$ cat config.mk
export PLATFORM = sky130hd
export DESIGN_NAME = store_queue_multi_flat
export DESIGN_NICKNAME = d
export VERILOG_FILES = /design/src/rtl/store_queue_multi_if.sv /design/src/rtl/store_queue_multi.sv /design/src/flat_wrapper.sv
export SDC_FILE = /design/constraint.sdc
export NUM_CORES = 2
export LEC_CHECK = 0
export BUFFER_PORTS_ARGS = -buffer_cell sky130_fd_sc_hd__clkbuf_2
export CELL_PAD_IN_SITES_DETAIL_PLACEMENT = 0
export CELL_PAD_IN_SITES_GLOBAL_PLACEMENT = 1
export CORE_UTILIZATION = 25
export DETAILED_ROUTE_END_ITERATION = 10
export PLACE_DENSITY_LB_ADDON = 0.1
export SYNTH_ARGS = -nofsm -noshare
export SYNTH_HDL_FRONTEND = slang
export SYNTH_SLANG_ARGS = --single-unit
$ cat constraint.sdc
create_clock -name clk -period 14.65 [get_ports clk]
set_clock_uncertainty 0.15 [all_clocks]
set_input_delay 1.465 -clock clk [delete_from_list [all_inputs] [get_ports clk]]
set_output_delay 1.465 -clock clk [all_outputs]
set_load 0.01 [all_outputs]
$ cat src/rtl/store_queue_multi_if.sv
// Store queue bus bundle: enqueue, commit/flush control, forwarding lookup,
// cache write channel and occupancy status.
interface store_queue_multi_if #(
   parameter int NUM_ENTRIES = 8,
   parameter int DATA_W      = 32,
   parameter int SQN_W       = 7
);
   localparam int BYTES = DATA_W / 8;
   localparam int CNT_W = $clog2(NUM_ENTRIES) + 1;

   logic              in_st_valid;
   logic              in_st_ready;
   logic [SQN_W-1:0]  in_st_sqn;
   logic [31:0]       in_st_addr;
   logic [DATA_W-1:0] in_st_data;
   logic [BYTES-1:0]  in_st_wmask;

   logic [SQN_W-1:0]  in_cur_sqn;

   logic              in_flush_valid;
   logic [SQN_W-1:0]  in_flush_sqn;

   logic              in_ld_valid;
   logic [31:0]       in_ld_addr;
   logic [SQN_W-1:0]  in_ld_sqn;

   logic              out_fwd_valid;
   logic [DATA_W-1:0] out_fwd_data;
   logic [BYTES-1:0]  out_fwd_mask;

   logic              out_st_valid;
   logic              out_st_ready;
   logic [31:0]       out_st_addr;
   logic [DATA_W-1:0] out_st_data;
   logic [BYTES-1:0]  out_st_wmask;

   logic              out_empty;
   logic [CNT_W-1:0]  out_count;

   // Queue side
   modport slave (
      input  in_st_valid, in_st_sqn, in_st_addr, in_st_data, in_st_wmask,
      input  in_cur_sqn, in_flush_valid, in_flush_sqn,
      input  in_ld_valid, in_ld_addr, in_ld_sqn, out_st_ready,
      output in_st_ready, out_fwd_valid, out_fwd_data, out_fwd_mask,
      output out_st_valid, out_st_addr, out_st_data, out_st_wmask,
      output out_empty, out_count
   );

   // Core / cache side
   modport master (
      output in_st_valid, in_st_sqn, in_st_addr, in_st_data, in_st_wmask,
      output in_cur_sqn, in_flush_valid, in_flush_sqn,
      output in_ld_valid, in_ld_addr, in_ld_sqn, out_st_ready,
      input  in_st_ready, out_fwd_valid, out_fwd_data, out_fwd_mask,
      input  out_st_valid, out_st_addr, out_st_data, out_st_wmask,
      input  out_empty, out_count
   );
endinterface

$ cat src/rtl/store_queue_multi.sv
// Store queue: circular buffer of program-ordered stores with sticky commit,
// misprediction squash, same-word coalescing into a cache write register and
// youngest-wins store-to-load forwarding.
module store_queue_multi #(
   parameter int NUM_ENTRIES = 8,
   parameter int DATA_W      = 32,
   parameter int SQN_W       = 7,
   parameter int COALESCE    = 1
) (
   input logic               clk,
   input logic               rst,
   store_queue_multi_if.slave sq
);
   localparam int BYTES = DATA_W / 8;
   localparam int IDX_W = $clog2(NUM_ENTRIES);
   localparam int PTR_W = IDX_W + 1;
   localparam int OFF_W = $clog2(BYTES);

   // Wrap-safe ordering: a is older than b
   function automatic logic f_older(input logic [SQN_W-1:0] a, input logic [SQN_W-1:0] b);
      logic [SQN_W-1:0] d;
      d = a - b;
      return d[SQN_W-1];
   endfunction

   logic [NUM_ENTRIES-1:0] r_valid;
   logic [NUM_ENTRIES-1:0] r_cmt;
   logic [SQN_W-1:0]       r_sqn  [NUM_ENTRIES];
   logic [31:0]            r_addr [NUM_ENTRIES];
   logic [DATA_W-1:0]      r_data [NUM_ENTRIES];
   logic [BYTES-1:0]       r_mask [NUM_ENTRIES];

   logic [PTR_W-1:0]       r_head, r_tail, r_count;
   logic                   r_empty;

   logic                   r_out_valid;
   logic [31:0]            r_out_addr;
   logic [DATA_W-1:0]      r_out_data;
   logic [BYTES-1:0]       r_out_mask;

   logic                   r_fwd_valid;
   logic [DATA_W-1:0]      r_fwd_data;
   logic [BYTES-1:0]       r_fwd_mask;

   logic [IDX_W-1:0]       w_head_idx, w_head1_idx, w_wr_idx, w_fidx;
   logic                   w_full, w_enq, w_out_free, w_pop0, w_pop1, w_out_valid_nxt;
   logic [NUM_ENTRIES-1:0] w_flush_vec;
   logic [PTR_W-1:0]       w_n_flush, w_n_pop, w_tail_ret, w_head_nxt, w_tail_nxt, w_count_nxt;
   logic [DATA_W-1:0]      w_mrg_data, w_fwd_data;
   logic [BYTES-1:0]       w_mrg_mask, w_fwd_mask;

   assign w_head_idx  = r_head[IDX_W-1:0];
   assign w_head1_idx = w_head_idx + IDX_W'(1);
   assign w_full      = (r_head[IDX_W-1:0] == r_tail[IDX_W-1:0]) && (r_head[IDX_W] != r_tail[IDX_W]);
   assign w_enq       = sq.in_st_valid && !w_full &&
                        !(sq.in_flush_valid && f_older(sq.in_flush_sqn, sq.in_st_sqn));
   assign w_out_free  = !r_out_valid || sq.out_st_ready;
   assign w_pop0      = w_out_free && r_valid[w_head_idx] && r_cmt[w_head_idx];
   assign w_pop1      = (COALESCE != 0) && w_pop0 && r_valid[w_head1_idx] && r_cmt[w_head1_idx] &&
                        (r_addr[w_head_idx][31:OFF_W] == r_addr[w_head1_idx][31:OFF_W]);
   assign w_out_valid_nxt = w_out_free ? w_pop0 : r_out_valid;

   // Squashed entries always form the young suffix of the queue, so retracting
   // tail by their population count lands on the oldest squashed slot.
   assign w_n_pop     = PTR_W'(w_pop0) + PTR_W'(w_pop1);
   assign w_tail_ret  = r_tail - w_n_flush;
   assign w_wr_idx    = w_tail_ret[IDX_W-1:0];
   assign w_head_nxt  = r_head + w_n_pop;
   assign w_tail_nxt  = w_tail_ret + PTR_W'(w_enq);
   assign w_count_nxt = w_tail_nxt - w_head_nxt;

   // Identify uncommitted entries younger than the flush point
   always_comb begin
      w_flush_vec = '0;
      w_n_flush   = '0;
      for (int unsigned i = 0; i < NUM_ENTRIES; i++) begin
         w_flush_vec[i] = sq.in_flush_valid && r_valid[i] && !r_cmt[i] &&
                          f_older(sq.in_flush_sqn, r_sqn[i]);
         w_n_flush      = w_n_flush + PTR_W'(w_flush_vec[i]);
      end
   end

   // Merge head+1 over head, younger bytes winning
   always_comb begin
      w_mrg_data = r_data[w_head_idx];
      w_mrg_mask = r_mask[w_head_idx];
      if (w_pop1) begin
         for (int unsigned b = 0; b < BYTES; b++) begin
            if (r_mask[w_head1_idx][b]) w_mrg_data[b*8 +: 8] = r_data[w_head1_idx][b*8 +: 8];
         end
         w_mrg_mask = r_mask[w_head_idx] | r_mask[w_head1_idx];
      end
   end

   // Forwarding lookup: output register is oldest, then walk head to tail
   always_comb begin
      w_fwd_data = '0;
      w_fwd_mask = '0;
      w_fidx     = '0;
      if (r_out_valid && (r_out_addr[31:OFF_W] == sq.in_ld_addr[31:OFF_W])) begin
         for (int unsigned b = 0; b < BYTES; b++) begin
            if (r_out_mask[b]) begin
               w_fwd_mask[b]        = 1'b1;
               w_fwd_data[b*8 +: 8] = r_out_data[b*8 +: 8];
            end
         end
      end
      for (int unsigned k = 0; k < NUM_ENTRIES; k++) begin
         w_fidx = w_head_idx + IDX_W'(k);
         if (r_valid[w_fidx] && (r_addr[w_fidx][31:OFF_W] == sq.in_ld_addr[31:OFF_W]) &&
             (r_cmt[w_fidx] || f_older(r_sqn[w_fidx], sq.in_ld_sqn))) begin
            for (int unsigned b = 0; b < BYTES; b++) begin
               if (r_mask[w_fidx][b]) begin
                  w_fwd_mask[b]        = 1'b1;
                  w_fwd_data[b*8 +: 8] = r_data[w_fidx][b*8 +: 8];
               end
            end
         end
      end
   end

   // Entry valid/committed bookkeeping: commit, squash, pop, enqueue
   always_ff @(posedge clk or negedge rst) begin
      if (!rst) begin
         r_valid <= '0;
         r_cmt   <= '0;
      end else begin
         for (int unsigned i = 0; i < NUM_ENTRIES; i++) begin
            if (r_valid[i] && f_older(r_sqn[i], sq.in_cur_sqn)) r_cmt[i] <= 1'b1;
            if (w_flush_vec[i]) begin
               r_valid[i] <= 1'b0;
               r_cmt[i]   <= 1'b0;
            end
         end
         if (w_pop0) begin
            r_valid[w_head_idx] <= 1'b0;
            r_cmt[w_head_idx]   <= 1'b0;
         end
         if (w_pop1) begin
            r_valid[w_head1_idx] <= 1'b0;
            r_cmt[w_head1_idx]   <= 1'b0;
         end
         if (w_enq) begin
            r_valid[w_wr_idx] <= 1'b1;
            r_cmt[w_wr_idx]   <= 1'b0;
         end
      end
   end

   // Entry payload capture at the (possibly retracted) tail
   always_ff @(posedge clk) begin
      if (w_enq) begin
         r_sqn[w_wr_idx]  <= sq.in_st_sqn;
         r_addr[w_wr_idx] <= sq.in_st_addr;
         r_data[w_wr_idx] <= sq.in_st_data;
         r_mask[w_wr_idx] <= sq.in_st_wmask;
      end
   end

   // Pointers and registered occupancy status
   always_ff @(posedge clk or negedge rst) begin
      if (!rst) begin
         r_head  <= '0;
         r_tail  <= '0;
         r_count <= '0;
         r_empty <= 1'b1;
      end else begin
         r_head  <= w_head_nxt;
         r_tail  <= w_tail_nxt;
         r_count <= w_count_nxt;
         r_empty <= (w_count_nxt == '0) && !w_out_valid_nxt;
      end
   end

   // Cache write register, held while stalled
   always_ff @(posedge clk or negedge rst) begin
      if (!rst) begin
         r_out_valid <= 1'b0;
         r_out_addr  <= '0;
         r_out_data  <= '0;
         r_out_mask  <= '0;
      end else begin
         r_out_valid <= w_out_valid_nxt;
         if (w_pop0) begin
            r_out_addr <= r_addr[w_head_idx];
            r_out_data <= w_mrg_data;
            r_out_mask <= w_mrg_mask;
         end
      end
   end

   // Forwarding result register, one cycle after the lookup
   always_ff @(posedge clk or negedge rst) begin
      if (!rst) begin
         r_fwd_valid <= 1'b0;
         r_fwd_data  <= '0;
         r_fwd_mask  <= '0;
      end else begin
         r_fwd_valid <= sq.in_ld_valid;
         r_fwd_data  <= w_fwd_data;
         r_fwd_mask  <= w_fwd_mask;
      end
   end

   assign sq.in_st_ready   = !w_full;
   assign sq.out_st_valid  = r_out_valid;
   assign sq.out_st_addr   = r_out_addr;
   assign sq.out_st_data   = r_out_data;
   assign sq.out_st_wmask  = r_out_mask;
   assign sq.out_fwd_valid = r_fwd_valid;
   assign sq.out_fwd_data  = r_fwd_data;
   assign sq.out_fwd_mask  = r_fwd_mask;
   assign sq.out_empty     = r_empty;
   assign sq.out_count     = r_count;
endmodule
$ cat src/flat_wrapper.sv
// flat-port wrapper written by rule: the top's interface ports become plain ports
module store_queue_multi_flat 
#(
   parameter int NUM_ENTRIES = 8,
   parameter int DATA_W      = 32,
   parameter int SQN_W       = 7,
   parameter int COALESCE    = 1
)
  (clk, rst, sq_in_st_valid, sq_in_st_sqn, sq_in_st_addr, sq_in_st_data, sq_in_st_wmask, sq_in_cur_sqn, sq_in_flush_valid, sq_in_flush_sqn, sq_in_ld_valid, sq_in_ld_addr, sq_in_ld_sqn, sq_out_st_ready, sq_in_st_ready, sq_out_fwd_valid, sq_out_fwd_data, sq_out_fwd_mask, sq_out_st_valid, sq_out_st_addr, sq_out_st_data, sq_out_st_wmask, sq_out_empty, sq_out_count);
  store_queue_multi_if #(.NUM_ENTRIES(NUM_ENTRIES), .DATA_W(DATA_W), .SQN_W(SQN_W)) sq_i ();
  input logic clk;
  input logic rst;
  input wire logic [$bits(sq_i.in_st_valid)-1:0] sq_in_st_valid;
  input wire logic [$bits(sq_i.in_st_sqn)-1:0] sq_in_st_sqn;
  input wire logic [$bits(sq_i.in_st_addr)-1:0] sq_in_st_addr;
  input wire logic [$bits(sq_i.in_st_data)-1:0] sq_in_st_data;
  input wire logic [$bits(sq_i.in_st_wmask)-1:0] sq_in_st_wmask;
  input wire logic [$bits(sq_i.in_cur_sqn)-1:0] sq_in_cur_sqn;
  input wire logic [$bits(sq_i.in_flush_valid)-1:0] sq_in_flush_valid;
  input wire logic [$bits(sq_i.in_flush_sqn)-1:0] sq_in_flush_sqn;
  input wire logic [$bits(sq_i.in_ld_valid)-1:0] sq_in_ld_valid;
  input wire logic [$bits(sq_i.in_ld_addr)-1:0] sq_in_ld_addr;
  input wire logic [$bits(sq_i.in_ld_sqn)-1:0] sq_in_ld_sqn;
  input wire logic [$bits(sq_i.out_st_ready)-1:0] sq_out_st_ready;
  output wire logic [$bits(sq_i.in_st_ready)-1:0] sq_in_st_ready;
  output wire logic [$bits(sq_i.out_fwd_valid)-1:0] sq_out_fwd_valid;
  output wire logic [$bits(sq_i.out_fwd_data)-1:0] sq_out_fwd_data;
  output wire logic [$bits(sq_i.out_fwd_mask)-1:0] sq_out_fwd_mask;
  output wire logic [$bits(sq_i.out_st_valid)-1:0] sq_out_st_valid;
  output wire logic [$bits(sq_i.out_st_addr)-1:0] sq_out_st_addr;
  output wire logic [$bits(sq_i.out_st_data)-1:0] sq_out_st_data;
  output wire logic [$bits(sq_i.out_st_wmask)-1:0] sq_out_st_wmask;
  output wire logic [$bits(sq_i.out_empty)-1:0] sq_out_empty;
  output wire logic [$bits(sq_i.out_count)-1:0] sq_out_count;
  assign sq_i.in_st_valid = sq_in_st_valid;
  assign sq_i.in_st_sqn = sq_in_st_sqn;
  assign sq_i.in_st_addr = sq_in_st_addr;
  assign sq_i.in_st_data = sq_in_st_data;
  assign sq_i.in_st_wmask = sq_in_st_wmask;
  assign sq_i.in_cur_sqn = sq_in_cur_sqn;
  assign sq_i.in_flush_valid = sq_in_flush_valid;
  assign sq_i.in_flush_sqn = sq_in_flush_sqn;
  assign sq_i.in_ld_valid = sq_in_ld_valid;
  assign sq_i.in_ld_addr = sq_in_ld_addr;
  assign sq_i.in_ld_sqn = sq_in_ld_sqn;
  assign sq_i.out_st_ready = sq_out_st_ready;
  assign sq_in_st_ready = sq_i.in_st_ready;
  assign sq_out_fwd_valid = sq_i.out_fwd_valid;
  assign sq_out_fwd_data = sq_i.out_fwd_data;
  assign sq_out_fwd_mask = sq_i.out_fwd_mask;
  assign sq_out_st_valid = sq_i.out_st_valid;
  assign sq_out_st_addr = sq_i.out_st_addr;
  assign sq_out_st_data = sq_i.out_st_data;
  assign sq_out_st_wmask = sq_i.out_st_wmask;
  assign sq_out_empty = sq_i.out_empty;
  assign sq_out_count = sq_i.out_count;
  store_queue_multi #(.NUM_ENTRIES(NUM_ENTRIES), .DATA_W(DATA_W), .SQN_W(SQN_W), .COALESCE(COALESCE)) u_core (.clk(clk), .rst(rst), .sq(sq_i));
endmodule
After elaboration in Yosys (flattened, before gate mapping)

Memory sizes are Yosys's and may differ from the RTL's.
Index checks and enable logic that the tools add are counted.
W data, S select, Z words.

Register bits: 135
Bits in writable memories: 600
Input bits: 134
Output and inout bits: 112
Memories: 4

Add/sub/neg operators: 44
Magnitude comparators: 12
Equal/unequal tests: 12
Multiplexer cells: 167
Bitwise gates (word level): 10
Reduce and logical (&&, ||, !) cells: 84

Memory list:

| memory        | words | width | read ports | clocked after Yosys merged registers in | write ports | RTL line                | RTL |
|---|---|---|---|---|---|---|---|
| u_core.r_addr | 8     | 32    | 8          | 0                                       | 1           | store_queue_multi.sv:29 | `logic [31:0] r_addr [NUM_ENTRIES];` |
| u_core.r_data | 8     | 32    | 8          | 0                                       | 1           | store_queue_multi.sv:30 | `logic [DATA_W-1:0] r_data [NUM_ENTRIES];` |
| u_core.r_sqn  | 8     | 7     | 16         | 0                                       | 1           | store_queue_multi.sv:28 | `logic [SQN_W-1:0] r_sqn [NUM_ENTRIES];` |
| u_core.r_mask | 8     | 4     | 8          | 0                                       | 1           | store_queue_multi.sv:31 | `logic [BYTES-1:0] r_mask [NUM_ENTRIES];` |

Operators with widths:

| kind                  | number |
|---|---|
| $mux W8               | 46 |
| $mux W32              | 10 |
| $eq A30 B30 Y1        | 10 |
| $sub A7 B7 Y7         | 25 |
| $mux W1               | 82 |
| $logic_and A1 B1 Y1   | 62 |
| $bmux W1 S3           | 16 |
| $and A8 B8 Y8         | 5 |
| $mux W4               | 10 |
| $lt A3 B4 Y1 const B  | 9 |
| $add A4 B1 Y4         | 7 |
| $not A8 Y8            | 3 |
| $add A3 B3 Y3 const B | 4 |
| $logic_not A1 Y1      | 12 |
| $demux W1 S3          | 3 |
| $ge A3 B1 Y1 const B  | 3 |
| $logic_or A1 B1 Y1    | 9 |
| $or A8 B8 Y8          | 1 |
| $sub A4 B4 Y4         | 2 |
| $add A3 B2 Y3 const B | 2 |
| $add A1 B1 Y2         | 2 |
| $add A4 B4 Y4         | 1 |
| $logic_not A4 Y1      | 1 |
| $or A4 B4 Y4          | 1 |
| other kinds (3)       | 3 |

Longest topological paths before layout

Depth after elaboration: 19
Depth in mapped cells: 37

Worst setup path before layout

No wires, ideal clock.

Kind: in2reg
Start: in sq_in_flush_sqn[1]
End: mem u_core.r_addr[1][0] (enable)
Data arrival time: 11.150 ns
Required time: 13.895 ns
Setup slack: 2.744 ns
Cell stages on the path: 18
Buffers on the path: 0
Path through: ha_1 -> a21o_1 -> a21o_1 -> a21o_1 -> a21o_1 -> a21oi_1 -> xnor2_1 -> nand4b_1 -> fa_1 -> inv_1 -> fa_1 -> fa_1 -> fa_1 -> fa_1 -> inv_1 -> fa_1 -> a211o_1 -> nor3_1

Cells in the longest elaborated chain, start to end: 10

Ends and longest elaborated chain:

| item                        | RTL line                | RTL |
|---|---|---|
| start: declaration          | flat_wrapper.sv:20      | `input wire logic [$bits(sq_i.in_flush_sqn)-1:0] sq_in_flush_sqn;` |
| $sub A7 B7 Y7               | store_queue_multi.sv:22 | `d = a - b;` |
| $logic_and A1 B1 Y1         | store_queue_multi.sv:77 | `w_flush_vec[i] = sq.in_flush_valid && r_valid[i] && !r_cmt[i] &&` |
| $add A1 B1 Y2               | store_queue_multi.sv:79 | `w_n_flush = w_n_flush + PTR_W'(w_flush_vec[i]);` |
| $add A4 B1 Y4 (6 in series) | store_queue_multi.sv:79 |  |
| $sub A4 B4 Y4               | store_queue_multi.sv:66 | `assign w_tail_ret = r_tail - w_n_flush;` |
| end: declaration            | store_queue_multi.sv:29 |  |

Parallel ways exist; a longest one is shown, timed or not.

Final worst setup path

Start: in sq_in_flush_sqn[1]
End: mem u_core.r_addr[3][27] (enable)

Same word-level chain as after synthesis.

==> metrics.txt <==
status=complete, no violations; RSZ-0062 raised after global routing=no; CTS clock-pin slew for the worst setup and hold paths=0.06 ns; routability cong.=0.910; min Tclk post-route=8.47 ns; synth unique cells=84; vias in the first global route=45955; Nets=5433; Fmax=118 MHz; Syn Inst Count=5087; H-tree depth=3; largest stage delay on the critical path=0.70 ns; drt initial violations=4296; Clock Tree Buf Depth=3; Routed Antenna Nets=0; ys async rst share=0.184; DR vias=47360; Worst Path Arrival=8.70 ns; Synth-to-Final Area Change=12.4%; Reg2Reg Depth=15; DR pass1 iterations=5; Hold Path End=u_core.sq.out_st_data[9]$_DFFE_PN0P_; CP startpoint=sq_in_flush_sqn[1]; Overflow after GRT=0; mean post-synth cell area=12.0 sq um; hold crit path type=register to register; Crit Path Class=primary input to register; relative slew slack=0.149; global-route wire length before repair=391000 um; io pins=246; Post CTS Setup Buffer Count=0; share of Yosys cell area claimed by the top area cell type=0.295; FF+latch count, synth=735; final cycle utilization of the critical path=0.578; worst skew pair latency=0.79 ns; std cell rows=181; CTS root buffer=clkbuf_16; syn nets=5377; Initial Util=0.251; pin count of the biggest net entering global routing=117; # resized after CTS=0; Synth area leader=edfxtp_1; CP endpoint kind=register; largest cells by area after synthesis=edfxtp_1, mux4_2, mux2i_1, dfrtp_1, nand2_1; IO Port Bufs=243; Slew Viols, Final=0; hold_buf cts=0; DP Wirelength=197000 um; setup_tns=0 ns; total CTS buffers=103; share of layout cells above drive strength 1=0.246; crit-path max FO=28; DR vias/cell=5.61; Tot GR Track Use=0.227; Synth Cell Area=0.0611 sq mm; initial antenna violation count=40; r2r setup slk=6.27 ns; Yosys warning total=0; critical path's most frequent cell=fa_1; drt wl/cell=33.6 um; part of the Yosys area used for sequential elements=0.350; hold_sp=u_core.sq.out_st_data[9]$_DFFE_PN0P_; R2R Path Start=u_core.r_head[1]$_DFF_PN0_; final setup violation count=0; final wirelength=284000 um; ys flop type=edfxtp_1; crit path cell chain=clkbuf_2, ha_1, a21o_1, a21o_1, a21o_1, a21o_1, a21oi_1, xnor2_1, nand2_1, fa_1, inv_1, fa_1, fa_1, fa_1, fa_1, inv_1, fa_1, inv_1, a211o_1, nor3_2, buf_4, buf_4; hold violation count in the final report=0; Max Cap Viol=0; data required time at the worst endpoint=14.88 ns; clock tree sinks=735; core box area=0.243 sq mm; Slew @ Worst Pin=1.27 ns; # DRC=0; Worst R2R End=u_core.sq.out_fwd_data[8]$_DFF_PN0_; die width=496 um; worst hold stages=2; CTS tree=yes; Die Ht=496 um; number of synthesized flops with an enable pin=600; CP max-delay cell=buf_4; Critical Path Start Type=primary input; Die ar.=0.246 sq mm
[sequential cells by signal, indices dropped and copies added (netlist names), 4 cells and up]
signal,flops
u_core.r_addr,256
u_core.r_cmt,8
u_core.r_data,256
u_core.r_head,4
u_core.r_mask,32
u_core.r_sqn,56
u_core.r_tail,4
u_core.r_valid,8
u_core.sq.out_count,4
u_core.sq.out_fwd_data,32
u_core.sq.out_fwd_mask,4
u_core.sq.out_st_addr,32
u_core.sq.out_st_data,32
u_core.sq.out_st_wmask,4
[critical path: cells and delay by family]
| family | cells | cell delay [ns] |
|---|---|---|
| fa+ha+maj | 7 | 3.15 |
| buf+inv | 6 | 1.73 |
| compound gates | 6 | 1.65 |
| simple gates | 2 | 0.41 |
| xor+xnor | 1 | 0.24 |
[through the flow]
| step | hold WS [ns] | cell area [sq um] | util | instances | worst slack (ns) |
|---|---|---|---|---|---|
| floorplan | 0.342 | 61100 | - | 5087 | 2.74 |
| global placement | 0.355 | 65200 | 0.269 | 8240 | 5.37 |
| detailed placement | 0.360 | 65200 | 0.269 | 8240 | 5.39 |
| CTS | 0.373 | 68600 | 0.282 | 8435 | 6.21 |
| global route | 0.398 | 68700 | 0.283 | 8441 | 5.98 |
| finish | 0.362 | 68700 | 0.283 | 8445 | 6.18 |
[synth_stat cells (35+ instances only)]
library cell  count
nor2_1          124
dfrtp_1         134
a21oi_1         131
ha_1            145
buf_4            61
or3_1            35
nand4_1          52
o22ai_1          49
inv_1            90
nand2b_1         40
xor2_1           87
and2_1           50
mux4_2          634
nand2_1         711
buf_6            50
a21o_1           60
edfxtp_1        600
a2111oi_0        35
o31ai_1          43
mux2i_1         455
o221ai_1         43
nor3_1           44
nor2b_1          53
a221oi_1         54
mux2_2           67
nand3_1         114
a22oi_1          40
xnor2_1         235
buf_1            63
clkbuf_1        131
buf_2            96
o21ai_0         150
[logic make-up after synthesis]
logic type      count (synthesis)  share of synthesized area
fa+ha+maj                     156                     0.0333
compound gates                820                     0.0952
xor+xnor                      322                     0.0462
simple gates                 1379                      0.109
flops                         735                      0.350
mux                          1156                      0.321
buf+inv                       519                     0.0457
[how the worst max path moves through the flow]
stage	end	slack, ns	cells past startpoint
global placement	u_core.r_addr[3][9]$_DFFE_PP_	5.37	22
CTS	u_core.r_addr[3][27]$_DFFE_PP_	6.21	22
detailed placement	u_core.r_addr[3][9]$_DFFE_PP_	5.39	22
finish	u_core.r_addr[3][27]$_DFFE_PP_	6.18	22
floorplan	u_core.r_addr[1][0]$_DFFE_PP_	2.74	18
global route	u_core.r_addr[3][27]$_DFFE_PP_	5.98	22
[area by class of cell]
| class | instances | area (sq um) |
|---|---|---|
| diodes | 10 | 25.0 |
| clock buffers | 139 | 2810 |
| clock inverters | 56 | 591 |
| fillers | 24869 | 174000 |
| inverters | 107 | 409 |
| multi-input cells | 3833 | 37100 |
| flip-flops and latches | 735 | 21400 |
| well taps | 3202 | 4010 |
| repair buffers | 363 | 2340 |
[cell usage in the layout, fill, tap and decap left out, drive strengths merged, types with 28 or more instances in the layout]
| master | n |
|---|---|
| a21boi | 34 |
| nand3 | 114 |
| a22oi | 40 |
| a21oi | 131 |
| mux4 | 634 |
| a221oi | 54 |
| o22ai | 49 |
| nor2 | 125 |
| and3 | 28 |
| clkinv | 44 |
| clkbuf | 381 |
| a2111o | 34 |
| nor3 | 49 |
| or3 | 35 |
| and2 | 57 |
| a2111oi | 35 |
| nor4bb | 33 |
| xor2 | 87 |
| o31ai | 43 |
| ha | 145 |
| o221ai | 43 |
| dfrtp | 134 |
| nor2b | 53 |
| nand4 | 53 |
| inv | 104 |
| nor4 | 40 |
| mux2 | 67 |
| nand2b | 40 |
| mux2i | 455 |
| o21ai | 157 |
| a21o | 60 |
| buf | 121 |
| xnor2 | 235 |
| nand2 | 711 |
| edfxtp | 600 |
| a32o | 32 |
[per-layer routing]
| layer | vias up | share of wire | track usage |
|---|---|---|---|
| met5 | - | 0.00056 | 0 |
| met2 | 1774 | 0.47 | 0.366 |
| li1 | 20276 | - | - |
| met4 | 26 | 0.035 | 0.0744 |
| met3 | 382 | 0.053 | 0.0322 |
| met1 | 24902 | 0.44 | 0.311 |
Power is not shown: default switching activity piles up to over one toggle a cycle in this logic, so the estimate is an artifact.
